[config.mk]
export PLATFORM = sky130hd
export DESIGN_NAME = sc_speed_timer
export DESIGN_NICKNAME = d
export VERILOG_FILES = /design/src/rtl/sc_speed_timer_pkg.sv /design/src/rtl/sc_speed_timer_prescaler.sv /design/src/rtl/sc_speed_timer.sv
export SDC_FILE = /design/constraint.sdc
export NUM_CORES = 1
export LEC_CHECK = 0
export CAP_MARGIN = 20
export CORE_MARGIN = 3
export CORE_UTILIZATION = 40
export DETAILED_ROUTE_END_ITERATION = 10
export GPL_ROUTABILITY_DRIVEN = 1
export GPL_TIMING_DRIVEN = 0
export RECOVER_POWER = 25
export SLEW_MARGIN = 20
export SYNTH_ARGS = -nofsm -noshare
export SYNTH_HDL_FRONTEND = slang
export SYNTH_SLANG_ARGS = --single-unit
[constraint.sdc]
create_clock -name SC_RegGENERAL_CLOCK_50 -period 4.4 [get_ports SC_RegGENERAL_CLOCK_50]
set_clock_uncertainty 0.15 [all_clocks]
set_input_delay 0.88 -clock SC_RegGENERAL_CLOCK_50 [delete_from_list [all_inputs] [get_ports SC_RegGENERAL_CLOCK_50]]
set_output_delay 0.88 -clock SC_RegGENERAL_CLOCK_50 [all_outputs]
set_load 0.02 [all_outputs]
[src/rtl/sc_speed_timer_pkg.sv]
// Shared constants and types for the speed-banded game timer.
// Thresholds are inclusive upper speed bounds of bands 0..2.
package sc_speed_timer_pkg;

  localparam int BAND_COUNT = 4;

  localparam int TH0_DEF = 10;
  localparam int TH1_DEF = 17;
  localparam int TH2_DEF = 32;

  localparam int DIV0_DEF = 17500000;
  localparam int DIV1_DEF = 0;
  localparam int DIV2_DEF = 14000000;
  localparam int DIV3_DEF = 10000000;

  typedef logic [$clog2(BAND_COUNT)-1:0] band_t;

endpackage

[src/rtl/sc_speed_timer_prescaler.sv]
// Clock prescaler: counts 0..divisor-1 while enabled, pulses tick on wrap.
// A zero divisor stalls the count; clear restarts the period.
module sc_band_prescaler #(
  parameter int DIV_WIDTH = 26
) (
  input  logic                 clk,
  input  logic                 rst,
  input  logic                 enable,
  input  logic                 clear,
  input  logic [DIV_WIDTH-1:0] divisor,
  output logic                 tick
);

  logic [DIV_WIDTH-1:0] cnt_d, cnt_q;
  logic                 tick_d, tick_q;
  logic                 last;

  assign last = (cnt_q == divisor - DIV_WIDTH'(1));
  assign tick = tick_q;

  always_comb begin
    cnt_d  = cnt_q;
    tick_d = 1'b0;
    if (clear) begin
      cnt_d = '0;
    end else if (enable && divisor != '0) begin
      if (last) begin
        cnt_d  = '0;
        tick_d = 1'b1;
      end else begin
        cnt_d = cnt_q + DIV_WIDTH'(1);
      end
    end
  end

  always_ff @(posedge clk or posedge rst) begin
    if (rst) begin
      cnt_q  <= '0;
      tick_q <= 1'b0;
    end else begin
      cnt_q  <= cnt_d;
      tick_q <= tick_d;
    end
  end

endmodule

[src/rtl/sc_speed_timer.sv]
// Game-time down-counter whose tick rate follows the vehicle speed band.
// Band changes and loads restart the prescaler period.
import sc_speed_timer_pkg::*;

module sc_speed_timer #(
  parameter int SPEED_WIDTH = 8,
  parameter int TIME_WIDTH  = 8,
  parameter int DIV_WIDTH   = 26,
  parameter int TH0         = TH0_DEF,
  parameter int TH1         = TH1_DEF,
  parameter int TH2         = TH2_DEF,
  parameter int DIV0        = DIV0_DEF,
  parameter int DIV1        = DIV1_DEF,
  parameter int DIV2        = DIV2_DEF,
  parameter int DIV3        = DIV3_DEF
) (
  input  logic                   SC_RegGENERAL_CLOCK_50,
  input  logic                   SC_RegGENERAL_RESET_InHigh,
  input  logic [SPEED_WIDTH-1:0] speed_InBUS,
  input  logic                   run_InHigh,
  input  logic                   load_InHigh,
  input  logic [TIME_WIDTH-1:0]  loadValue_InBUS,
  output logic                   tick_OutHigh,
  output logic [TIME_WIDTH-1:0]  time_OutBUS,
  output logic [1:0]             band_OutBUS,
  output logic                   expired_OutHigh
);

  localparam logic [SPEED_WIDTH-1:0] T0 = SPEED_WIDTH'(TH0);
  localparam logic [SPEED_WIDTH-1:0] T1 = SPEED_WIDTH'(TH1);
  localparam logic [SPEED_WIDTH-1:0] T2 = SPEED_WIDTH'(TH2);

  band_t                 band_d, band_q;
  logic [TIME_WIDTH-1:0] time_d, time_q;
  logic                  exp_d, exp_q;
  logic [DIV_WIDTH-1:0]  div;
  logic                  tick;
  logic                  pre_clr;

  always_comb begin
    band_d = 2'd3;
    unique case (1'b1)
      (speed_InBUS <= T0):                      band_d = 2'd0;
      (speed_InBUS > T0 && speed_InBUS <= T1): band_d = 2'd1;
      (speed_InBUS > T1 && speed_InBUS <= T2): band_d = 2'd2;
      (speed_InBUS > T2):                       band_d = 2'd3;
    endcase
  end

  always_comb begin
    div = DIV_WIDTH'(DIV3);
    unique case (band_q)
      2'd0: div = DIV_WIDTH'(DIV0);
      2'd1: div = DIV_WIDTH'(DIV1);
      2'd2: div = DIV_WIDTH'(DIV2);
      2'd3: div = DIV_WIDTH'(DIV3);
    endcase
  end

  assign pre_clr = load_InHigh || (band_d != band_q);

  sc_band_prescaler #(
    .DIV_WIDTH(DIV_WIDTH)
  ) u_pre (
    .clk     (SC_RegGENERAL_CLOCK_50),
    .rst     (SC_RegGENERAL_RESET_InHigh),
    .enable  (run_InHigh),
    .clear   (pre_clr),
    .divisor (div),
    .tick    (tick)
  );

  // Load wins over a coincident tick; expiry needs a real 1->0 step.
  always_comb begin
    time_d = time_q;
    exp_d  = exp_q;
    if (load_InHigh) begin
      time_d = loadValue_InBUS;
      exp_d  = 1'b0;
    end else if (tick && run_InHigh && time_q != '0) begin
      time_d = time_q - TIME_WIDTH'(1);
      if (time_q == TIME_WIDTH'(1)) exp_d = 1'b1;
    end
  end

  always_ff @(posedge SC_RegGENERAL_CLOCK_50 or
              posedge SC_RegGENERAL_RESET_InHigh) begin
    if (SC_RegGENERAL_RESET_InHigh) begin
      band_q <= '0;
      time_q <= '0;
      exp_q  <= 1'b0;
    end else begin
      band_q <= band_d;
      time_q <= time_d;
      exp_q  <= exp_d;
    end
  end

  assign tick_OutHigh    = tick;
  assign time_OutBUS     = time_q;
  assign band_OutBUS     = band_q;
  assign expired_OutHigh = exp_q;

endmodule

==> out/results.txt <==
Setup-failing EPs final = 0
First-pass GRT wire length = 9170 um
Leakage = 0.001158 uW
Worst min path class = register to register
Die Ht = 81.70 um
Finished Layout Cells = 364
Pwr Density = 253.5 mW/mm^2
Syn_nets = 285
Tcrit/Tclk final = 66.72%
Drt first-iter violations = 112
Critical Path Fanout Max = 26
Share of cells above drive strength 1 = 6.803%
Slew Viols, Final = 0
Unrepaired setup endpoints after global routing = false
Ys async rst share = 100.0%
Die X = 81.70 um
Post-synthesis sequential area ratio = 41.48%
Total Wirelength = 5368 um
Dpl cells = 357
Tmin final = 2.935 ns
Gr ovfl total = 0
Flop and latch count out of synthesis = 38
CP Launch Type = primary input
Die area = 0.006675 mm^2
Final TNS setup = 0 ns
FMAX = 340.7 MHz
Top_reg_cell synth = dfrtp_1
Yosys Warn Count = 0
Longest Clk Path Bufs = 2
R2R setup slack = 1.64 ns
CTS tree = yes
Worst setup EP type = asynchronous set/reset pin
DRC viols = 0
Highest ir drop seen on vdd = 0.0001122 V
Busiest grt layer = met2
Post-Syn Instances = 256
CTS root buffer = clkbuf_8
Worst EP required = 4.40 ns
Vias in the first global route = 1899
M2 GR Usage = 27.61%
Number of max-cap violations = 0
Grt met1 use = 25.48%
Synth-to-Final Area Change = 20.41%
HPWL Detailed = 3990 um
CTS buffer count = 5
Layout Nets = 323
# rows = 26
Clock sink count = 38
Slew headroom = 2.689%
Hold depth = 2
CTS Hold Bufs = 0
Initial antenna violation count = 0
H-tree levels = 2
# resized after CTS = 0
Port bufs = 30
Clk_lat worst skew = 0.29 ns
Average vias per placed instance = 5.341
Kind of critical path = primary input to asynchronous set/reset pin
Synth top area share = 41.48%
IO Count = 32
Status = finished, final reports clean
Reg2Reg Depth = 9
First-pass DRT Iterations = 4
Initial Utilization = 42.96%
Ranking of synthesized cells by area = dfrtp_1, xor2_1, nand2_1
Hold Fails Final Rpt = 0
Largest net degree at the start of global routing = 27
Antenna viol nets, final = 0
Worst slew pin tran = 1.460 ns
Synth unique cells = 44
Clock transition at path regs = 0.07 ns
GRT Util Overall = 17.88%
Avg Cell Area, Syn = 8.954 um^2
N_diodes = 0
Core Region = 0.005335 mm^2
M3 GR Usage = 3.509%
Area leader, netlist = dfrtp_1
Worst path arrival time = 2.94 ns
Post-DR wirelength/cell = 14.75 um
Post-CTS Setup Bufs = 0
Vias = 1944
Netlist Area Pre-Place = 0.002292 mm^2
Post-synth EDFFs = 0
GPL Wtd Cong = 0.8047
## where the power goes
part           switching, uW  internal [uW]  total, uW
Sequential              11.5            357        369
Combinational           52.0           49.3        101
Clock                    120            109        229
Total                    184            516        700
## cell type report
cell class,instances,area [um^2]
Tap cell,70,87.58
Fill cell,549,2575
Inverter,7,26.28
Multi-Input combinational cell,202,1236
Clock buffer,7,76.32
Timing Repair Buffer,31,304.0
Sequential cell,38,950.9
Buffer,9,78.83
## layer usage
metal | vias up | part of all wire [%]
li1 | 977 | -
met1 | 919 | 50
met2 | 42 | 44
met3 | 6 | 5.0
met4 | 0 | 1.1
met5 | - | 0
## cells in the final DEF, fill, tap and decap left out, types with 3 or more instances in the layout
master / count
a21oi_1: 11
and3_1: 3
clkbuf_1: 5
clkbuf_8: 5
clkdlybuf4s50_1: 29
dfrtp_1: 38
ha_1: 9
inv_1: 7
nand2_1: 32
nand3_1: 21
nand4_1: 10
nor2_1: 30
nor2b_1: 3
nor3_1: 9
o21ai_0: 13
xnor2_1: 11
xor2_1: 16
## final timing paths
check,from,endpoint
max,SC_RegGENERAL_RESET_InHigh,time_OutBUS[6]
min,expired_OutHigh,expired_OutHigh
max reg2reg,band_OutBUS[1],u_pre.cnt_q[25]
min reg2reg,expired_OutHigh,expired_OutHigh
max in group SC_RegGENERAL_CLOCK_50,run_InHigh,u_pre.cnt_q[25]
min in group asynchronous,SC_RegGENERAL_RESET_InHigh,u_pre.cnt_q[15]
## logic make-up after synthesis
logic type	count (synthesis)	share of synthesized area (%)
AND/OR/NAND/NOR	132	29.64
buffers and inverters	16	4.586
adder cells (fa/ha/maj)	9	4.913
flip-flops	38	41.48
AO/OA/AOI/OAI	34	9.061
XOR/XNOR	27	10.32
## sequential cells by signal, indices dropped and copies added, names as in the netlist
register and count:
band_OutBUS 2, expired_OutHigh 1, time_OutBUS 8, u_pre.cnt_q 26, u_pre.tick 1
## worst max-delay path, cell delays in order
cell and delay (ns):
dlygate4sd3_1 0.53, inv_1 0.39, clkbuf_1 1.12
## synthesized netlist by cell type, types with 2 or more instances
master and count:
nor3_1 9, nand4_1 10, nor3_2 2, ha_1 9, nand2_1 32, and4_1 2
or4_1 2, or3_1 2, a311oi_1 2, a21oi_1 11, buf_2 2, o21ai_0 13
and3_1 3, nand3b_1 2, nor4_1 2, clkbuf_2 2, dfrtp_1 38, inv_1 7
nor2b_1 3, clkbuf_1 2, a31oi_1 2, xor2_1 16, xnor2_1 11, nand3_1 21
and4b_1 2, nor2_1 30, a41oi_1 2
## metrics by stage
step	setup WS [ns]	instance area, um^2	util, %	power (uW)	hold WS, ns
detailed placement	1.176	2700	50.61	480.6	0.3668
global route	1.049	2760	51.74	736.5	0.4216
global placement	1.217	2680	50.23	477.2	0.3526
CTS	1.488	2776	52.04	712.5	0.3871
finish	1.465	2760	51.74	699.7	0.3788
floorplan	1.878	2292	-	430.3	0.3642
(Power assumes the default switching activity.)
